<file path="src/rtl/spi_seg_pkg.sv">
// Shared definitions for the SPI segment-display master: FSM state
// encoding, default timing parameters and the frame length constant.
package spi_seg_pkg;

   typedef enum logic [2:0] {
      IDLE,
      SETUP,
      SHIFT,
      HOLD,
      GAP
   } state_e;

   localparam int DEF_CLK_DIV = 4;   // SCLK half-period in clk cycles
   localparam int DEF_CS_GAP  = 2;   // minimum cs_n-high cycles between frames
   localparam int FRAME_LEN   = 18;  // cs_n low time, in units of CLK_DIV

   // States during which the SCLK divider runs.
   function automatic logic div_active(input state_e s);
      return (s == SETUP) || (s == SHIFT) || (s == HOLD);
   endfunction

endpackage

</file>
<file path="src/rtl/spi_seg_clkdiv.sv">
// SCLK divider: while enabled, emits a one-cycle tick every CLK_DIV clk
// cycles, alternating between rise_tick and fall_tick (rise first).
// Counter and phase are cleared whenever the divider is disabled, so every
// frame starts from the same point.
module spi_seg_clkdiv
   import spi_seg_pkg::*;
#(
   parameter int CLK_DIV = DEF_CLK_DIV
) (
   input  logic clk,
   input  logic rst_n,
   input  logic en,
   output logic rise_tick,
   output logic fall_tick
);

   localparam logic [7:0] DIV_LAST = 8'(CLK_DIV - 1);

   logic [7:0] cnt_q, cnt_d;
   logic       phase_q, phase_d;
   logic       tick;

   // Next-state for the divider count and the rise/fall phase.
   always_comb begin
      // NOTE: every always_comb output gets a default first so no path can leave it unassigned and infer a latch.
      cnt_d   = '0;
      phase_d = 1'b0;
      tick    = en && (cnt_q == DIV_LAST);
      if (en) begin
         cnt_d   = tick ? 8'd0 : cnt_q + 8'd1;
         phase_d = tick ? ~phase_q : phase_q;
      end
   end

   // Divider state registers.
   always_ff @(posedge clk or negedge rst_n) begin
      if (!rst_n) begin
         cnt_q   <= '0;
         phase_q <= 1'b0;
      end else begin
         // NOTE: sequential state uses non-blocking assignment so all flops update together from pre-edge values.
         cnt_q   <= cnt_d;
         phase_q <= phase_d;
      end
   end

   assign rise_tick = tick && !phase_q;
   assign fall_tick = tick &&  phase_q;

endmodule

</file>
<file path="src/rtl/spi_segment_master.sv">
// SPI mode-0 master that sends one byte per frame to a segment-display
// controller. Frame: SETUP (CLK_DIV), 8 SCLK periods, HOLD (CLK_DIV), then
// CS_GAP cycles with cs_n high before returning to IDLE.
// Optional readback is enabled by defining SPI_SEG_READBACK_EN; without it
// miso is ignored and rx_data/rx_valid are held at zero.
module spi_segment_master
   import spi_seg_pkg::*;
#(
   parameter int CLK_DIV = DEF_CLK_DIV,
   parameter int CS_GAP  = DEF_CS_GAP
) (
   input  logic       clk,
   input  logic       rst_n,
   input  logic [7:0] tx_data,
   input  logic       tx_valid,
   output logic       tx_ready,
   output logic       busy,
   output logic       sclk,
   output logic       mosi,
   output logic       cs_n,
   input  logic       miso,
   output logic [7:0] rx_data,
   output logic       rx_valid
);

   localparam logic [7:0] GAP_LAST = 8'(CS_GAP - 1);

   state_e     state_q, state_d;
   logic [6:0] rem_q, rem_d;          // bits still to send after the current one
   logic [2:0] bit_cnt_q, bit_cnt_d;  // falling edges seen so far
   logic       last_bit_q, last_bit_d;
   logic [7:0] gap_cnt_q, gap_cnt_d;
   logic       sclk_q, sclk_d;
   logic       mosi_q, mosi_d;
   logic       cs_n_q, cs_n_d;
   logic       tx_ready_q, tx_ready_d;
   logic       busy_q, busy_d;
   logic       rise_tick, fall_tick;

   spi_seg_clkdiv #(
      .CLK_DIV (CLK_DIV)
   ) u_clkdiv (
      .clk       (clk),
      .rst_n     (rst_n),
      .en        (div_active(state_q)),
      .rise_tick (rise_tick),
      .fall_tick (fall_tick)
   );

   // Frame sequencing: next state and next values of all registered outputs.
   always_comb begin
      state_d    = state_q;
      rem_d      = rem_q;
      bit_cnt_d  = bit_cnt_q;
      last_bit_d = last_bit_q;
      gap_cnt_d  = gap_cnt_q;
      sclk_d     = sclk_q;
      mosi_d     = mosi_q;
      cs_n_d     = cs_n_q;
      tx_ready_d = tx_ready_q;
      busy_d     = busy_q;
      unique case (state_q)
         IDLE: begin
            if (tx_valid && tx_ready_q) begin
               state_d    = SETUP;
               rem_d      = tx_data[6:0];
               mosi_d     = tx_data[7];
               cs_n_d     = 1'b0;
               sclk_d     = 1'b0;
               bit_cnt_d  = '0;
               last_bit_d = 1'b0;
               tx_ready_d = 1'b0;
               busy_d     = 1'b1;
            end
         end
         SETUP: begin
            if (rise_tick) begin
               state_d = SHIFT;
               sclk_d  = 1'b1;
            end
         end
         SHIFT: begin
            if (fall_tick) begin
               sclk_d = 1'b0;
               if (bit_cnt_q == 3'd7) begin
                  // Eighth falling edge: bit 0 stays on mosi through HOLD.
                  last_bit_d = 1'b1;
               end else begin
                  bit_cnt_d = bit_cnt_q + 3'd1;
                  mosi_d    = rem_q[6];
                  rem_d     = {rem_q[5:0], 1'b0};
               end
            end else if (rise_tick) begin
               if (last_bit_q) begin
                  state_d = HOLD;
               end else begin
                  sclk_d = 1'b1;
               end
            end
         end
         HOLD: begin
            if (fall_tick) begin
               state_d   = GAP;
               cs_n_d    = 1'b1;
               mosi_d    = 1'b0;
               gap_cnt_d = '0;
            end
         end
         GAP: begin
            if (gap_cnt_q == GAP_LAST) begin
               state_d    = IDLE;
               tx_ready_d = 1'b1;
               busy_d     = 1'b0;
            end else begin
               gap_cnt_d = gap_cnt_q + 8'd1;
            end
         end
         default: state_d = IDLE;
      endcase
   end

   // FSM and output registers; reset aborts any frame immediately.
   always_ff @(posedge clk or negedge rst_n) begin
      if (!rst_n) begin
         // NOTE: the shift and count registers are reset too, so an aborted frame leaves nothing behind.
         state_q    <= IDLE;
         rem_q      <= '0;
         bit_cnt_q  <= '0;
         last_bit_q <= 1'b0;
         gap_cnt_q  <= '0;
         sclk_q     <= 1'b0;
         mosi_q     <= 1'b0;
         cs_n_q     <= 1'b1;
         tx_ready_q <= 1'b1;
         busy_q     <= 1'b0;
      end else begin
         state_q    <= state_d;
         rem_q      <= rem_d;
         bit_cnt_q  <= bit_cnt_d;
         last_bit_q <= last_bit_d;
         gap_cnt_q  <= gap_cnt_d;
         sclk_q     <= sclk_d;
         mosi_q     <= mosi_d;
         cs_n_q     <= cs_n_d;
         tx_ready_q <= tx_ready_d;
         busy_q     <= busy_d;
      end
   end

   assign sclk     = sclk_q;
   assign mosi     = mosi_q;
   assign cs_n     = cs_n_q;
   assign tx_ready = tx_ready_q;
   assign busy     = busy_q;

`ifdef SPI_SEG_READBACK_EN
   logic [7:0] rx_shift_q, rx_shift_d;
   logic [7:0] rx_data_q, rx_data_d;
   logic       rx_valid_q, rx_valid_d;

   // Sample miso on each SCLK rise; publish the byte as cs_n rises.
   always_comb begin
      rx_shift_d = rx_shift_q;
      rx_data_d  = rx_data_q;
      rx_valid_d = 1'b0;
      if (sclk_d && !sclk_q) begin
         rx_shift_d = {rx_shift_q[6:0], miso};
      end
      if (cs_n_d && !cs_n_q) begin
         rx_data_d  = rx_shift_q;
         rx_valid_d = 1'b1;
      end
   end

   // Readback registers.
   always_ff @(posedge clk or negedge rst_n) begin
      if (!rst_n) begin
         rx_shift_q <= '0;
         rx_data_q  <= '0;
         rx_valid_q <= 1'b0;
      end else begin
         rx_shift_q <= rx_shift_d;
         rx_data_q  <= rx_data_d;
         rx_valid_q <= rx_valid_d;
      end
   end

   assign rx_data  = rx_data_q;
   assign rx_valid = rx_valid_q;
`else
   logic unused_miso;
   assign unused_miso = miso;
   assign rx_data     = 8'h00;
   assign rx_valid    = 1'b0;
`endif

endmodule

</file>
<file path="config.mk">
export PLATFORM = sky130hd
export DESIGN_NAME = spi_segment_master
export DESIGN_NICKNAME = d
export VERILOG_FILES = /design/src/rtl/spi_seg_pkg.sv /design/src/rtl/spi_seg_clkdiv.sv /design/src/rtl/spi_segment_master.sv
export SDC_FILE = /design/constraint.sdc
export NUM_CORES = 1
export LEC_CHECK = 0
export ABC_CLOCK_PERIOD_IN_PS = 2700
export BUFFER_PORTS_ARGS = -buffer_cell sky130_fd_sc_hd__buf_2
export CORE_MARGIN = 1
export CORE_UTILIZATION = 55
export CTS_BUF_LIST = sky130_fd_sc_hd__clkbuf_8
export DETAILED_ROUTE_END_ITERATION = 6
export GPL_TIMING_DRIVEN = 0
export PLACE_DENSITY = 0.75
export SYNTH_ARGS = -nofsm -noshare
export SYNTH_HDL_FRONTEND = slang
export SYNTH_SLANG_ARGS = --single-unit
export TNS_END_PERCENT = 100
</file>
<file path="constraint.sdc">
create_clock -name clk -period 2.7 [get_ports clk]
set_input_delay 0.135 -clock clk [delete_from_list [all_inputs] [get_ports clk]]
set_output_delay 0.135 -clock clk [all_outputs]
set_load 0.005 [all_outputs]
</file>
==> results of run 1 <==
## final cells by class
| class | instances | area [sq um] |
|---|---|---|
| clock buffers | 6 | 82.58 |
| inverters | 4 | 15.01 |
| flip-flops and latches | 36 | 903.4 |
| fillers | 275 | 1144 |
| clock inverters | 2 | 7.507 |
| well taps | 46 | 57.56 |
| plain buffers | 17 | 102.6 |
| multi-input cells | 144 | 1071 |
| repair buffers | 16 | 85.08 |
## stage by stage
stage / hold WS (ps) / area [sq um] / instances / worst slack [ps]
floorplan: -160.6 / 2092 / 201 / 685.6
global placement: 248.2 / 2225 / 262 / 489.9
detailed placement: 260.4 / 2225 / 262 / 444.5
CTS: 99.90 / 2325 / 271 / 447.0
global route: 113.3 / 2325 / 271 / 225.0
finish: 101.9 / 2325 / 271 / 414.8
## worst paths after layout
path / start / endpoint / slack [ps] / depth (start not counted)
worst max-delay path: u_clkdiv.cnt_q[0] / mosi / 410 / 6
worst min-delay path: tx_data[0] / rem_q[0] / 100 / 2
worst max register to register: u_clkdiv.cnt_q[0] / mosi / 410 / 6
worst min register to register: busy / busy / 480 / 1
max in group asynchronous: rst_n / u_clkdiv.cnt_q[1] / 1740 / 2
min in group asynchronous: rst_n / bit_cnt_q[0] / 460 / 2
## cell usage in the layout, fill, tap and decap left out, types with 6 or more instances in the layout
cell	netlist	layout
sky130_fd_sc_hd__buf_2	3	18
sky130_fd_sc_hd__buf_4	9	9
sky130_fd_sc_hd__clkbuf_8	0	6
sky130_fd_sc_hd__conb_1	1	9
sky130_fd_sc_hd__dfrtp_1	34	34
sky130_fd_sc_hd__inv_1	4	6
sky130_fd_sc_hd__mux2_2	6	6
sky130_fd_sc_hd__mux2_4	9	9
sky130_fd_sc_hd__nand2_1	13	13
sky130_fd_sc_hd__nand3_1	7	7
sky130_fd_sc_hd__nor2_1	23	23
sky130_fd_sc_hd__xnor2_1	6	6
sky130_fd_sc_hd__xor2_1	7	7
## flip-flops by register name, indices dropped and copies added (netlist names), 3 cells and up
register,flops
gap_cnt_q,8
u_clkdiv.cnt_q,8
state_q,3
bit_cnt_q,3
rem_q,7
## report_power, final
group	internal [mW]	total, mW	switching, mW
clock network	0.200	0.379	0.178
logic	0.401	0.804	0.403
registers	0.690	0.785	0.0950
total	1.29	1.97	0.676
## per-layer routing
layer  track usage  wire length (um)  vias up
li1              -                 -      726
met1        0.2536              1658      718
met2        0.3589              1860       34
met3       0.05435               146        8
met4       0.07102                47        0
met5             0                 0        -
## cell families after synthesis
kind of cell | synth area share
muxes | 0.1092
and+or+nand+nor | 0.2094
buffers and inverters | 0.05703
adders and majority gates | 0.03034
xor gates and xnor gates | 0.05522
other | 0.001819
DFF | 0.4381
AOI/OAI and AO/OA | 0.09892
## worst max-delay path, cell delays in order (launching register included)
cell	delay, ps
sky130_fd_sc_hd__dfrtp_1	380
sky130_fd_sc_hd__ha_1	150
sky130_fd_sc_hd__buf_2	170
sky130_fd_sc_hd__nor4bb_1	470
sky130_fd_sc_hd__nand3_1	250
sky130_fd_sc_hd__a221oi_1	390
sky130_fd_sc_hd__mux2_1	350
==> out/results.env, run 1 <==
STATUS='complete, no violations'
MAX_SLEW_VIOLATIONS=0
GLOBALROUTEOVERFLOWTOTAL=0
AREA_GROWTH_FROM_SYNTHESIS_TO_FINAL_LAYOUT_PCT=12.74
FIN_WORST_SKEW_PS=8.426
TIMING.SETUP.TNS_PS=0
POST-ROUTE-PERIOD-UTIL=0.8464
MAX-VDD-IR-DROP_mV=0.4399
CLOCK_TREE.HTREE_LEVEL_COUNT=2
FMAX_GHz=0.4376
FLOORPLAN.INITIALDENSITY=0.5945
FINAL_NETS=241
CTS_TREE='done'
CTS_REPAIR_RESIZE_COUNT=0
DRC_ERRORS=0
CTSROOTBUFFERMASTER='sky130_fd_sc_hd__clkbuf_8'
TIGHTESTPINTRANSITION_PS=780.9
SYNTH.TOP_CELLS.BY_AREA='sky130_fd_sc_hd__dfrtp_1 (41%), sky130_fd_sc_hd__mux2_4 (6.6%), sky130_fd_sc_hd__nor2_1 (4.2%), sky130_fd_sc_hd__buf_4 (3.3%), sky130_fd_sc_hd__mux2_2 (3.3%)'
GRT_ANTENNA_BEFORE_REPAIR=0
CP-START-KIND='register'
FIN_UTIL=0.6703
HOLD_PATH.CLASS='in2reg'
FP-ROW-COUNT=21
AVGSYNTHCELLAREA_SQ_UM=10.68
CLKLATENCYLATEPIN_PS=280
SYNTH-EDFF-COUNT=0
GRT_PASS1_WL_MM=6.465
WORSTSETUPENDPOINTTYPE='register'
HOLD_BUFFERS=1
CLOCK_SINK_COUNT=36
CLOCK_PATH_BUFFERS=2
PORT_BUFFERS=15
POST_SYNTH_NUM_CELL_TYPES=58
FINAL.MIN_CLOCK_PERIOD_PS=2285
FIRST_GLOBAL_VIAS=1440
SYNTH_COMMONEST_CELLS='sky130_fd_sc_hd__dfrtp_1 (34), sky130_fd_sc_hd__nor2_1 (23), sky130_fd_sc_hd__nand2_1 (13), sky130_fd_sc_hd__buf_4 (9), sky130_fd_sc_hd__mux2_4 (9)'
WORST_EP_ARRIVAL_TIME_PS=2450
SYNTH_TOP_FLOP_CELL='sky130_fd_sc_hd__dfrtp_1'
SYNTH_TOP_AREA_SHARE=0.4126
GRT_START_MAX_NET_PINS=37
PATH_TYPE_OF_THE_WORST_SETUP_PATH='reg2reg'
REPORT.FINAL.HOLD_VIOL_COUNT=0
FIRST_ITER_VIOLATIONS=32
ANT_NETS=0
YS.WARNINGS.COUNT=0
SYNTH_TOP_CELL_BY_AREA='sky130_fd_sc_hd__dfrtp_1'
DIE-HEIGHT_UM=63.23
P_LEAK_nW=1.128
STANDARD_CELL_CORE_AREA_SQ_MM=0.003468
TIMING.CRITICAL_PATH.FANOUT_MAX=8
SHARE_OF_POST_ROUTE_CELLS_WITH_DRIVE_STRENGTH_ABOVE_1=0.2800
MOST_USED_STANDARD_CELL_BY_INSTANCE_COUNT_AFTER_SYNTHESIS='sky130_fd_sc_hd__dfrtp_1'
DRT-PASS1-ITER-COUNT=4
POST_SYNTH_INSTANCE_AREA_SQ_MM=0.002062
SETUP_VIOLATIONS=0
TOTALWIRELENGTH_MM=3.712
ROUTEDWLPERCELL_UM=13.70
YS_ASYNC_SR_FRACTION=1.000
GLOBALPLACE.CONGESTION=0.8277
YOSYSSEQAREASHARE=0.4381
DESIGN_POWER_TOTAL_mW=1.968
RSZ_0062_RAISED_AFTER_GLOBAL_ROUTING='false'
PLACE_HPWL_MM=2.720
GRT_UTIL_ALL_LAYERS=0.2090
DRV.MAX_CAP_VIOLATION_COUNT=0
CLK_PIN_SLEW_WORST_PATHS_PS=70
DIE_X_UM=63.23
IOPINCOUNT=26
POWER.DENSITY_mW_PER_MM2=846.4
NUMBER_OF_BUFFERS_CREATED_BY_CTS=5
ROUTED-VIA-COUNT=1486
POST_DRT_VIA_CELL_RATIO=5.483
YS_SEQ_ELEMENTS=36
NUM_ANTENNA_CELLS=0
MAX-SLEW-MARGIN-REL=0.4794
TIMING.CRITICAL_PATH.REQUIRED_PS=2870
SYNTHCELLS=193
CTS_SETUP_BUFFERS=0
DIE_AREA_SQ_MM=0.003998
No activity file was read; power rests on OpenSTA's default activity.
==> inputs of run 2 (changes only) <==
Settings changed: ABC_AREA from default to 1, ABC_CLOCK_PERIOD_IN_PS 2700 to 2200.
Clock period 2.7 ns to 2.2 ns, I/O delays scaled along.
==> run 2 against run 1 <==
  * Power up 33%
  * Worst setup slack improved by 15 ps
  * Clock skew is essentially flat
  * Fmax grew 29%
  * Clock power increased by 65%
  * Highest routed layer unchanged
==> out/results.env, run 2 <==
POST_SYNTH_INSTANCE_AREA_SQ_MM=0.001991
MAX-SLEW-MARGIN-REL=0.4808
SETUP_WS_PS=430.1
CRITICAL-PATH-SLOWEST-CELL='sky130_fd_sc_hd__dfrtp_1'
GRT_PASS1_WL_MM=6.679
SHARE_OF_POST_ROUTE_CELLS_WITH_DRIVE_STRENGTH_ABOVE_1=0.1625
FINAL.HOLD.WORST_SLACK_PS=48.55
MAX_SLEW_VIOLATIONS=0
GRT_ANTENNA_BEFORE_REPAIR=0
NUM_ANTENNA_CELLS=0
GRT_START_MAX_NET_PINS=37
WORST_EP_ARRIVAL_TIME_PS=1950
CLOCK_TREE.HTREE_LEVEL_COUNT=2
BIGGESTREGSBYFLOPS='gap_cnt_q x8, u_clkdiv.cnt_q x8, rem_q x7'
CLKLATENCYLATEPIN_PS=290
FILLCELLCOUNT=307
FF_LATCH_AREA_SQ_UM=903.4
RSZ_0062_RAISED_AFTER_GLOBAL_ROUTING='false'
CTS_SETUP_BUFFERS=0
TOTALWIRELENGTH_MM=3.763
TIMING.SETUP.TNS_PS=0
POWER.SHARE.SWITCHING=0.3853
COMBINATIONALPOWERSHARE=0.395
MOST_USED_STANDARD_CELL_BY_INSTANCE_COUNT_AFTER_SYNTHESIS='sky130_fd_sc_hd__nand2_1'
SYNTH.TOP_CELLS.BY_AREA='sky130_fd_sc_hd__dfrtp_1 (43%), sky130_fd_sc_hd__nand2_1 (12%), sky130_fd_sc_hd__inv_1 (6.0%), sky130_fd_sc_hd__o21ai_0 (5.8%), sky130_fd_sc_hd__nor2_1 (4.9%)'
POWER.DENSITY_mW_PER_MM2=1145
CLOCK_SINK_COUNT=36
FLOORPLAN.INITIALDENSITY=0.5873
WORSTSETUPENDPOINTTYPE='register'
MULTI_INPUT_AREA_SQ_UM=913.4
MOSTFREQUENTLAYOUTCELLS='sky130_fd_sc_hd__nand2_1 (62), sky130_fd_sc_hd__dfrtp_1 (34), sky130_fd_sc_hd__inv_1 (32), sky130_fd_sc_hd__nor2_1 (26), sky130_fd_sc_hd__o21ai_0 (23)'
ANT_NETS=0
DIE_AREA_SQ_MM=0.003864
FIN_UTIL=0.6755
SYNTH_TOP_CELL_BY_AREA='sky130_fd_sc_hd__dfrtp_1'
PATH_TYPE_OF_THE_WORST_SETUP_PATH='reg2reg'
SYNTH_TOP_FLOP_CELL='sky130_fd_sc_hd__dfrtp_1'
CTSROOTBUFFERMASTER='sky130_fd_sc_hd__clkbuf_8'
YOSYSSEQAREASHARE=0.4538
CLOCK_PATH_BUFFERS=2
AVGSYNTHCELLAREA_SQ_UM=7.931
PLACEDCELLCOUNT=320
POST_DRT_VIA_CELL_RATIO=4.930
SYNTH_TOP_AREA_SHARE=0.4274
MOSTFREQUENTLAYOUTCELL='sky130_fd_sc_hd__nand2_1'
POST-ROUTE-PERIOD-UTIL=0.8045
TIGHTESTPINTRANSITION_PS=778.8
FMAX_GHz=0.5650
POST_SYNTH_NUM_CELL_TYPES=30
ROUTEDWLPERCELL_UM=11.44
IOPINCOUNT=26
CTS_TREE='done'
P_LEAK_nW=1.178
FIRST_ITER_VIOLATIONS=87
DIE-HEIGHT_UM=62.16
FIN_WORST_SKEW_PS=8.089
CPPEAKSTAGEDELAY_PS=450
AREA_GROWTH_FROM_SYNTHESIS_TO_FINAL_LAYOUT_PCT=15.02
TIMING.CRITICAL_PATH.REQUIRED_PS=2380
FINAL_NETS=299
DIE_X_UM=62.16
CLK_PIN_SLEW_WORST_PATHS_PS=70
STANDARD_CELL_CORE_AREA_SQ_MM=0.003390
SYNTH-EDFF-COUNT=0
GLOBALPLACE.CONGESTION=0.8946
FP-ROW-COUNT=21
MAX-VDD-IR-DROP_mV=0.7259
SHARE_OF_TOTAL_POWER_IN_SEQUENTIAL_CELLS=0.366
YS_SEQ_ELEMENTS=36
TIMING.CRITICAL_PATH.FANOUT_MAX=10
DRC_ERRORS=0
SYNTHCELLS=251
SETUP_VIOLATIONS=0
POWER.CLOCK.FRACTION=0.239
CELLINTERNALPOWER_mW=1.611
CP-START-KIND='register'
NUMBER_OF_BUFFERS_CREATED_BY_CTS=5
PLACE_WS_PS=434.3
FIRST_GLOBAL_VIAS=1588
PLACE_HPWL_MM=2.701
GRT_UTIL_ALL_LAYERS=0.2224
LAYOUT.CELLS.NON_FILLER=329
ROUTED-VIA-COUNT=1622
STATUS='complete, no violations'
SYNTH_COMMONEST_CELLS='sky130_fd_sc_hd__nand2_1 (62), sky130_fd_sc_hd__dfrtp_1 (34), sky130_fd_sc_hd__inv_1 (32), sky130_fd_sc_hd__nor2_1 (26), sky130_fd_sc_hd__o21ai_0 (23)'
NETSWITCHINGPOWER_mW=1.010
CTS_REPAIR_RESIZE_COUNT=0
REPORT.FINAL.HOLD_VIOL_COUNT=0
YS.WARNINGS.COUNT=0
TIMING.CRITICAL_PATH.CELLS='nor2_1 -> nand2_1 -> a21oi_2 -> inv_1 -> nand2_2 -> nor2_4 -> buf_6 -> nand3_1 -> nand2_1'
GLOBALROUTEOVERFLOWTOTAL=0
PORT_BUFFERS=15
YS_ASYNC_SR_FRACTION=1.000
DRT-PASS1-ITER-COUNT=4
HOLD_PATH.CLASS='in2reg'
FINAL.MIN_CLOCK_PERIOD_PS=1770
DRV.MAX_CAP_VIOLATION_COUNT=0
CP_COMMON_CELL='sky130_fd_sc_hd__nand2_1'
run 2: changes by cell type after synthesis, sizes merged, moves of 3 or more:
cell	change
a21oi	+3
and3	-5
clkbuf	-5
inv	+28
mux2	-17
nand2	+52
nand2b	-4
nand3	+9
nor2	+8
o21ai	+19
xnor2	-3
run 2: repair_timing:
item	in CTS	in global routing
setup endpoints to repair	0	0
endpoints found under the hold margin	34	0
hold buffers	1	0
run 2: power groups by stage:
stage / Sequential, mW / Combinational [mW] / Clock, mW
final: 0.960 / 1.03 / 0.627
after global routing: 0.983 / 1.20 / 0.661
after CTS: 0.960 / 1.04 / 0.638
after detailed placement: 0.972 / 1.01 / 0
after global placement: 0.964 / 0.983 / 0
after floorplan: 0.953 / 0.784 / 0
run 2: final cells by class:
type	instances	area share
inverter	32	0.05246
buffer	11	0.03661
clock inverter	1	0.01311
multi-input combinational	180	0.3989
tap	46	0.02514
timing repair buffer	16	0.03716
sequential	36	0.3945
clock buffer	7	0.04208
run 2: critical path, delay by kind of cell (launching register included):
family | cells | cell delay [ps]
AO/OA/AOI/OAI | 1 | 230
buffers and inverters | 2 | 260
flip-flops | 1 | 450
AND/OR/NAND/NOR | 6 | 700
run 2: logic make-up after synthesis:
group / count (synthesis) / share of synthesized area
multiplexers: 1 / 0.005028
AND/OR/NAND/NOR: 122 / 0.2753
adder cells (fa/ha/maj): 5 / 0.03143
XOR/XNOR: 8 / 0.03520
AO/OA/AOI/OAI: 35 / 0.09490
flip-flops: 36 / 0.4538
buffers and inverters: 43 / 0.1024
other: 1 / 0.001884
run 2: path summary, 6_finish.rpt:
kind | from | slack (ps) | endpoint | depth (start not counted)
min reg2reg | u_clkdiv.cnt_q[0] | 460 | u_clkdiv.cnt_q[0] | 1
max reg2reg | state_q[0] | 430 | bit_cnt_q[1] | 9
max in group asynchronous | rst_n | 1260 | rem_q[4] | 2
min in group asynchronous | rst_n | 430 | gap_cnt_q[4] | 2
min | tx_data[0] | 50 | rem_q[0] | 3
max | state_q[0] | 430 | bit_cnt_q[1] | 9
run 2: per-layer routing:
| layer | GRT usage | wire [um] | vias to the layer above | part of all wire |
|---|---|---|---|---|
| li1 | - | - | 842 | - |
| met1 | 0.2715 | 1725 | 752 | 0.46 |
| met2 | 0.3695 | 1857 | 21 | 0.49 |
| met3 | 0.04412 | 104 | 7 | 0.028 |
| met4 | 0.1221 | 74 | 0 | 0.020 |
| met5 | 0 | 0 | - | 0 |
run 2: through the flow:
stage / cell area [sq um] / power, mW
after detailed placement: 2153 / 1.985
after global routing: 2290 / 2.846
after floorplan: 2021 / 1.737
after global placement: 2153 / 1.947
after CTS: 2290 / 2.638
final: 2290 / 2.621
==> inputs of run 3 (changes only) <==
Settings changed: ABC_CLOCK_PERIOD_IN_PS 2200 to 1800.
Clock period 2.2 ns to 1.8 ns, I/O delays scaled along.
==> run 3 against run 2 <==
  * Via count increased by 2.8%
  * Clock skew shrank 2.6 ps
  * Clock power grew 22%
  * Critical path depth is the same
  * Routed wire length increased by 5.0%
  * Design area increased by 3.7%
  * Fmax grew 4.2%
  * Sequential cell count is the same
  * Global-route usage is the same
==> out/results.env, run 3 (synthesis results as in run 2) <==
STATUS='complete, no violations'
FLOORPLAN.INITIALDENSITY=0.5873
SHARE_OF_POST_ROUTE_CELLS_WITH_DRIVE_STRENGTH_ABOVE_1=0.2000
TOTAL_NON_FILLER_CELL_AREA_IN_THE_FINISHED_LAYOUT_SQ_MM=0.002375
TIMING.CRITICAL_PATH.FANOUT_MAX=5
DRV.MAX_CAP_VIOLATION_COUNT=0
TIMING.SETUP.TNS_PS=0
FIN_UTIL=0.7006
CP-START-KIND='register'
GRT_START_MAX_NET_PINS=37
FINAL.MIN_CLOCK_PERIOD_PS=1698
FIRST_ITER_VIOLATIONS=75
DIE_AREA_SQ_MM=0.003864
SETUP_VIOLATIONS=0
MOSTFREQUENTLAYOUTCELL='sky130_fd_sc_hd__nand2_1'
FIN_WORST_SKEW_PS=5.502
NUM_ANTENNA_CELLS=0
GLOBALPLACE.CONGESTION=0.8946
PLACE_HPWL_MM=2.701
CLOCK_SINK_COUNT=36
DRT-PASS1-ITER-COUNT=4
CLOCK_PATH_BUFFERS=2
WORSTSETUPENDPOINTTYPE='register'
HOLD_PATH.CLASS='in2reg'
MAX-VDD-IR-DROP_mV=0.9344
REPORT.FINAL.HOLD_VIOL_COUNT=0
ROUTEDWLPERCELL_UM=11.76
FMAX_GHz=0.5888
POST-ROUTE-PERIOD-UTIL=0.9435
POWER.DENSITY_mW_PER_MM2=1408
GLOBALROUTEOVERFLOWTOTAL=0
DRC_ERRORS=0
MAX_SLEW_VIOLATIONS=0
DIE-HEIGHT_UM=62.16
TIGHTESTPINTRANSITION_PS=771.9
DESIGN_POWER_TOTAL_mW=3.343
AREA_GROWTH_FROM_SYNTHESIS_TO_FINAL_LAYOUT_PCT=19.30
CTS_TREE='done'
BIGGESTREGSBYFLOPS='gap_cnt_q x8, u_clkdiv.cnt_q x8, rem_q x7'
PORT_BUFFERS=15
NUMBER_OF_BUFFERS_CREATED_BY_CTS=5
FINAL_NETS=306
POST_DRT_VIA_CELL_RATIO=4.964
MAX-SLEW-MARGIN-REL=0.4854
CTSROOTBUFFERMASTER='sky130_fd_sc_hd__clkbuf_8'
GRT_ANTENNA_BEFORE_REPAIR=0
GRT_UTIL_ALL_LAYERS=0.2224
IOPINCOUNT=26
GRT_PASS1_WL_MM=6.679
FP-ROW-COUNT=21
TOTALWIRELENGTH_MM=3.950
CLOCK_TREE.HTREE_LEVEL_COUNT=2
PATH_TYPE_OF_THE_WORST_SETUP_PATH='reg2reg'
FIRST_GLOBAL_VIAS=1588
STANDARD_CELL_CORE_AREA_SQ_MM=0.003390
ROUTED-VIA-COUNT=1668
MOSTFREQUENTLAYOUTCELLS='sky130_fd_sc_hd__nand2_1 (60), sky130_fd_sc_hd__dfrtp_1 (34), sky130_fd_sc_hd__inv_1 (32), sky130_fd_sc_hd__nor2_1 (24), sky130_fd_sc_hd__o21ai_0 (23)'
P_LEAK_nW=1.215
DIE_X_UM=62.16
CLK_PIN_SLEW_WORST_PATHS_PS=70
CLKLATENCYLATEPIN_PS=290
PLACEMENT.CELL_AREA_SQ_MM=0.002153
ANT_NETS=0
TIMING.CRITICAL_PATH.REQUIRED_PS=1970
WORST_EP_ARRIVAL_TIME_PS=1870
==> run 3: metrics by stage <==
| stage | std cells | setup WS [ps] | hold slack (ps) |
|---|---|---|---|
| final | 336 | 101.8 | 25.15 |
| after global routing | 336 | -32.57 | 30.10 |
| after CTS | 329 | 25.92 | 24.52 |
| after detailed placement | 320 | 34.31 | 216.8 |
| after global placement | 320 | 74.45 | 216.7 |
| after floorplan | 259 | 273.6 | -205.6 |
==> run 3: cell type report <==
class,instances,area (sq um)
Fill cell,291,1015
Multi-Input combinational cell,180,945.9
Sequential cell,36,903.4
Timing Repair Buffer,23,137.6
Inverter,32,120.1
Clock buffer,7,96.34
Buffer,11,83.83
Tap cell,46,57.56
Clock inverter,1,30.03
==> run 3: routing by layer <==
layer	share of wire	routed length, um	vias up	track usage
li1	-	-	854	-
met1	0.44	1752	777	0.2715
met2	0.49	1955	27	0.3695
met3	0.033	132	10	0.04412
met4	0.028	110	0	0.1221
met5	0	0	-	0
==> run 3: path summary, 6_finish.rpt <==
| path | slack (ps) | endpoint | depth (start not counted) | from |
|---|---|---|---|---|
| max in group asynchronous | 890 | rem_q[4] | 2 | rst_n |
| min in group asynchronous | 410 | gap_cnt_q[3] | 2 | rst_n |
| setup reg to reg | 100 | rem_q[6] | 9 | state_q[0] |
| hold reg to reg | 460 | u_clkdiv.cnt_q[0] | 1 | u_clkdiv.cnt_q[0] |
| setup / recovery | 100 | rem_q[6] | 9 | state_q[0] |
| hold / removal | 30 | rem_q[0] | 3 | tx_data[0] |
==> run 3: critical path, stage by stage (launching register included) <==
cell and delay [ps]:
sky130_fd_sc_hd__dfrtp_1 460, sky130_fd_sc_hd__nor2_2 210, sky130_fd_sc_hd__nand2_1 150, sky130_fd_sc_hd__a21oi_4 220, sky130_fd_sc_hd__inv_1 90, sky130_fd_sc_hd__nand2_2 90
sky130_fd_sc_hd__nor2_4 60, sky130_fd_sc_hd__buf_4 180, sky130_fd_sc_hd__nand2_1 60, sky130_fd_sc_hd__o21ai_1 60
==> run 3: what timing repair did <==
item / CTS / global route
resized for setup: 0 / 8
endpoints found under the hold margin: 34 / 0
endpoints found under the setup margin: 0 / 15
hold buffers: 1 / 0
buffers inserted: 0 / 7
==> run 3: report_power, final <==
part / switching [mW] / internal [mW]
Clock: 0.278 / 0.489
Sequential: 0.148 / 1.03
Combinational: 0.872 / 0.522
